$ cat src/rtl/motion_pkg.sv
// motion_pkg: shared widths, defaults and sequencer types
// for the frame-buffer motion-detection path.
package motion_pkg;
  localparam int RGB_W      = 24;
  localparam int COORD_W    = 10;
  localparam int DEF_WIDTH  = 640;
  localparam int DEF_HEIGHT = 480;

  typedef enum logic [1:0] {
    IDLE,
    READ,
    WRITE
  } seq_state_t;

  typedef struct packed {
    logic [RGB_W-1:0]   rgb;
    logic [COORD_W-1:0] x;
    logic [COORD_W-1:0] y;
  } pix_hold_t;
endpackage

$ cat src/rtl/pixel_addr_counter.sv
// pixel_addr_counter: raster x/y plus linear address with
// clear, increment and a full flag at WIDTH*HEIGHT.
module pixel_addr_counter
  import motion_pkg::*;
#(
  parameter int WIDTH  = DEF_WIDTH,
  parameter int HEIGHT = DEF_HEIGHT,
  parameter int ADDR_W = 19
) (
  input  logic               clk,
  input  logic               rst,
  input  logic               clr,
  input  logic               inc,
  output logic [COORD_W-1:0] x,
  output logic [COORD_W-1:0] y,
  output logic [ADDR_W-1:0]  addr,
  output logic               full
);
  localparam logic [COORD_W-1:0] X_LAST = COORD_W'(WIDTH - 1);
  localparam logic [COORD_W-1:0] Y_END  = COORD_W'(HEIGHT);

  logic [COORD_W-1:0] bx, by, nx, ny;
  logic [ADDR_W-1:0]  ba, na;

  // clr and inc together land on the position after (0,0)
  always_comb begin
    bx = clr ? '0 : x;
    by = clr ? '0 : y;
    ba = clr ? '0 : addr;
    nx = bx;
    ny = by;
    na = ba;
    if (inc) begin
      na = ba + 1'b1;
      if (bx == X_LAST) begin
        nx = '0;
        ny = by + 1'b1;
      end else begin
        nx = bx + 1'b1;
      end
    end
  end

  always_ff @(posedge clk or posedge rst) begin
    if (rst) begin
      x    <= '0;
      y    <= '0;
      addr <= '0;
    end else begin
      x    <= nx;
      y    <= ny;
      addr <= na;
    end
  end

  assign full = (y == Y_END);
endmodule

$ cat src/rtl/motion_frame_sequencer.sv
// motion_frame_sequencer: read-then-overwrite frame buffer
// sequencing, aligned cur/prev pairs for the motion detector.
module motion_frame_sequencer
  import motion_pkg::*;
#(
  parameter int WIDTH  = DEF_WIDTH,
  parameter int HEIGHT = DEF_HEIGHT,
  parameter int ADDR_W = 19
) (
  input  logic               clk,
  input  logic               rst,
  input  logic               cam_vsync,
  input  logic               cam_valid,
  input  logic [RGB_W-1:0]   cam_rgb,
  input  logic               clr_flags,
  output logic [ADDR_W-1:0]  mem_addr,
  output logic               mem_we,
  output logic [RGB_W-1:0]   mem_wdata,
  input  logic [RGB_W-1:0]   mem_rdata,
  output logic               det_frame_start,
  output logic               det_valid,
  output logic [COORD_W-1:0] det_x,
  output logic [COORD_W-1:0] det_y,
  output logic [RGB_W-1:0]   det_cur_rgb,
  output logic [RGB_W-1:0]   det_prev_rgb,
  output logic               det_prev_ok,
  output logic               busy,
  output logic               overflow,
  output logic               overrun
);
  seq_state_t state, state_n;
  pix_hold_t  hold;

  logic pending, prev_ok, frame_bad;
  logic vs_apply, accept, pend_set;
  logic drop_busy, drop_full;

  logic [COORD_W-1:0] cnt_x, cnt_y;
  logic [ADDR_W-1:0]  cnt_addr;
  logic               cnt_full;

  pixel_addr_counter #(
    .WIDTH (WIDTH),
    .HEIGHT(HEIGHT),
    .ADDR_W(ADDR_W)
  ) u_cnt (
    .clk (clk),
    .rst (rst),
    .clr (vs_apply),
    .inc (accept),
    .x   (cnt_x),
    .y   (cnt_y),
    .addr(cnt_addr),
    .full(cnt_full)
  );

  always_ff @(posedge clk or posedge rst) begin
    if (rst) state <= IDLE;
    else     state <= state_n;
  end

  // vsync is applied before any accept in the same cycle
  always_comb begin
    state_n   = state;
    vs_apply  = 1'b0;
    accept    = 1'b0;
    pend_set  = 1'b0;
    drop_busy = 1'b0;
    drop_full = 1'b0;
    unique case (state)
      IDLE: vs_apply = cam_vsync;
      READ: begin
        state_n   = WRITE;
        drop_busy = cam_valid;
        pend_set  = cam_vsync;
      end
      WRITE: begin
        state_n  = IDLE;
        vs_apply = pending | cam_vsync;
      end
      default: state_n = IDLE;
    endcase
    if (cam_valid && state != READ) begin
      if (vs_apply || !cnt_full) begin
        accept  = 1'b1;
        state_n = READ;
      end else begin
        drop_full = 1'b1;
      end
    end
  end

  always_ff @(posedge clk or posedge rst) begin
    if (rst) begin
      hold            <= '0;
      pending         <= 1'b0;
      prev_ok         <= 1'b0;
      frame_bad       <= 1'b0;
      mem_addr        <= '0;
      mem_we          <= 1'b0;
      mem_wdata       <= '0;
      det_frame_start <= 1'b0;
      det_valid       <= 1'b0;
      det_x           <= '0;
      det_y           <= '0;
      det_cur_rgb     <= '0;
      det_prev_rgb    <= '0;
      det_prev_ok     <= 1'b0;
      busy            <= 1'b0;
      overflow        <= 1'b0;
      overrun         <= 1'b0;
    end else begin
      mem_we          <= (state == READ);
      busy            <= (state_n != IDLE);
      det_valid       <= (state == WRITE);
      det_frame_start <= vs_apply;
      pending   <= vs_apply ? 1'b0 : (pending | pend_set);
      frame_bad <= vs_apply ? 1'b0
                 : (frame_bad | drop_busy | drop_full);
      overflow  <= drop_busy | (overflow & ~clr_flags);
      overrun   <= drop_full | (overrun & ~clr_flags);
      if (vs_apply) prev_ok <= cnt_full & ~frame_bad;
      // an in-flight pixel still reports its own frame's status
      det_prev_ok <= (vs_apply && state != WRITE)
                   ? (cnt_full & ~frame_bad) : prev_ok;
      if (accept) begin
        hold.rgb <= cam_rgb;
        hold.x   <= vs_apply ? '0 : cnt_x;
        hold.y   <= vs_apply ? '0 : cnt_y;
        mem_addr <= vs_apply ? '0 : cnt_addr;
      end
      if (state == READ) mem_wdata <= hold.rgb;
      if (state == WRITE) begin
        det_x        <= hold.x;
        det_y        <= hold.y;
        det_cur_rgb  <= hold.rgb;
        det_prev_rgb <= mem_rdata;
      end
    end
  end
endmodule

$ cat config.mk
export PLATFORM = sky130hd
export DESIGN_NAME = motion_frame_sequencer
export DESIGN_NICKNAME = d
export VERILOG_FILES = /design/src/rtl/motion_pkg.sv /design/src/rtl/pixel_addr_counter.sv /design/src/rtl/motion_frame_sequencer.sv
export SDC_FILE = /design/constraint.sdc
export NUM_CORES = 1
export LEC_CHECK = 0
export CORE_MARGIN = 2
export CORE_UTILIZATION = 45
export DETAILED_ROUTE_END_ITERATION = 8
export MAX_ROUTING_LAYER = met4
export PLACE_DENSITY_LB_ADDON = 0.3
export SLEW_MARGIN = 20
export SYNTH_ARGS = -nofsm -noshare
export SYNTH_HDL_FRONTEND = slang
export SYNTH_SLANG_ARGS = --single-unit
$ cat constraint.sdc
create_clock -name clk -period 8.3 [get_ports clk]
set_input_delay 1.66 -clock clk [delete_from_list [all_inputs] [get_ports clk]]
set_output_delay 1.66 -clock clk [all_outputs]
set_load 0.03 [all_outputs]
==> impl_metrics.tcl <==
set metrics [dict create \
    status "complete, no violations" \
    yosys.area.top_type_share 0.621 \
    start_kind "input port" \
    cts_tree "yes" \
    endpoint_kind "register" \
    area_growth_syn_to_layout_pct 31.4 \
    grtUsageTotal 0.206 \
    setup_viol 0 \
    yosysSeqAreaShare 0.621 \
    finalWeightedCongestion 0.815 \
    die-area_um2 19400 \
    place.port_buffers 170 \
    grt_pass1_wl_mm 32.2 \
    drv_cap 0 \
    synth_ff_type "dfrtp_1" \
    syn_avg_cell_area_um2 9.16 \
    syn_area_um2 8250 \
    clock-sinks 205 \
    syn-instance-count 901 \
    cts_root_buffer "clkbuf_16" \
    worst_pin_slew_ns 1.01 \
    max_slew_margin 0.325 \
    io_pins 171 \
    cp_data_required_time_ns 8.62 \
    die_h_um 139 \
    fin_crit_sh 0.546 \
    min_path_type "reg -> reg" \
    fin_worst_skew_ns 0.0163 \
    cellPowerDensity_nw_per_um2 264 \
    ir_drop_mv 0.240 \
    grt_max_degree 148 \
    dp_hpwl_mm 12.1 \
    fillers 1535 \
    antenna_found_initial 0 \
    timing.hold.ws_ns 0.452 \
    fin_ws_ns 3.77 \
    synth-edff-count 0 \
    diodes 0 \
    synth.net_count 957 \
    slew_violations 0 \
    cts_buffers 22 \
    synthTopCellsByCount "nand2_1 (439), dfrtp_1 (205), o21ai_0 (41)" \
    die_w_um 139 \
    synth-async-reset-ratio 1.00 \
    rows 49 \
    drt-total-wl_mm 19.4 \
    drc 0 \
    overflow 0 \
    holdBufCountCts 0 \
    ys_seq_elements 205 \
    initial_core_util 0.459 \
    p_leak_nw 5.24 \
    layout-drive-gt1-share 0.0487 \
    dp_slack_ns 3.29 \
    fmax_ghz 0.221 \
    clk_path_buf_depth 3 \
    cts_setup_buffers 0 \
    fin_setup_tns_ns 0 \
    cp_max_fo 107 \
    synth_area_leaders "dfrtp_1 (62%), nand2_1 (20%), o21ai_0 (2.5%)" \
    clk_latency_ns 0.50 \
    synth.most_common_cell "nand2_1" \
    path_clk_slew_ns 0.06 \
    viasPerCell 5.03 \
    dr.first_iter.drc_count 420 \
    vias 6519 \
    post-route-min-period_ns 4.53 \
    detail-route-antenna-nets 0 \
    grt_setup_unrepaired "false" \
    cts_max_level 1 \
    firstDrtPassIters 5 \
    layout.nets 1110 \
    synth_cell_types 43 \
    arrival_ns 4.85 \
    synth_top_area_cell "dfrtp_1" \
    hold_viol 0 \
    coreArea_um2 18000 \
    post_drt_wl_per_cell_um 14.9 \
    cts_resized 0 \
    path_class "in -> reg" \
    grt_pass1_vias 6272 \
    yosys_warnings 0 \
]
[critical path, stage by stage]
cell and delay [ns]:
clkdlybuf4s50_1 0.44, a21oi_1 0.25, or2_2 0.16, buf_4 0.38, inv_1 0.54, o21ai_4 0.31
buf_4 0.73, o21ai_0 0.23
[cell type report]
class | instances | area (µm²) | area share
clock buffers | 36 | 734 | 0.0677
clock inverters | 2 | 13.8 | 0.00127
inverters | 17 | 71.3 | 0.00657
multi-input cells | 631 | 2860 | 0.264
flip-flops and latches | 205 | 5130 | 0.473
well taps | 229 | 287 | 0.0264
repair buffers | 177 | 1750 | 0.162
[cells by family after synthesis]
kind of cell / after synthesis / synth area share
XOR/XNOR: 20 / 0.0212
flip-flops: 205 / 0.621
AND/OR/NAND/NOR: 525 / 0.259
adder cells (fa/ha/maj): 3 / 0.00455
multiplexers: 3 / 0.00364
AO/OA/AOI/OAI: 80 / 0.0565
buffers and inverters: 65 / 0.0332
[per-stage QoR]
stage,instance area (µm²),util,instances,power [mW]
2_1_floorplan,8250,-,901,1.61
3_3_place_gp,10100,0.562,1259,1.89
3_5_place_dp,10100,0.562,1259,1.91
4_1_cts,10800,0.604,1297,2.89
5_1_grt,10800,0.604,1297,3.00
6_report,10800,0.604,1297,2.86
[sequential cells by signal (all words and copies together), names as in the netlist]
register,count
hold,44
det_cur_rgb,24
det_prev_rgb,24
mem_wdata,24
mem_addr,19
u_cnt.addr,19
det_x,10
det_y,10
u_cnt.x,10
u_cnt.y,10
busy,1
det_frame_start,1
det_prev_ok,1
det_valid,1
frame_bad,1
mem_we,1
overflow,1
overrun,1
pending,1
prev_ok,1
state,1
[layer usage]
metal / wire [µm] / GRT usage / up-vias
li1: - / - / 3196
met1: 9010 / 0.285 / 3100
met2: 8850 / 0.319 / 186
met3: 963 / 0.0317 / 37
met4: 530 / 0.0627 / 0
met5: 0 / - / -
[worst paths after layout]
check                               startpoint  slack, ns  cells after the start              end
worst min-delay path            u_cnt.addr[18]       0.45                      1   u_cnt.addr[18]
max in group asynchronous                  rst       5.11                      3       u_cnt.y[5]
min in group asynchronous                  rst       1.80                      2  det_prev_rgb[6]
worst min register to register  u_cnt.addr[18]       0.45                      1   u_cnt.addr[18]
worst max register to register          mem_we       4.94                      7          hold[5]
worst max-delay path                 cam_vsync       3.77                      8          hold[5]
[where the power goes]
| group | internal [mW] | switching, mW | total (mW) |
|---|---|---|---|
| Sequential | 1.13 | 0.0788 | 1.21 |
| Combinational | 0.256 | 0.418 | 0.674 |
| Clock | 0.601 | 0.378 | 0.978 |
[cell usage in the layout (no fill, tap or decap), types with 8 or more instances in the layout]
cell type / n
clkbuf_16: 23
o21ai_1: 8
inv_1: 13
nor2_1: 18
nand3_1: 8
xnor2_1: 17
dfrtp_1: 205
nand2_1: 439
clkdlybuf4s50_1: 170
a21oi_1: 10
nor4_1: 9
clkbuf_8: 11
o21ai_0: 41
nand4_1: 12
No activity file was read; power rests on OpenSTA's default activity.
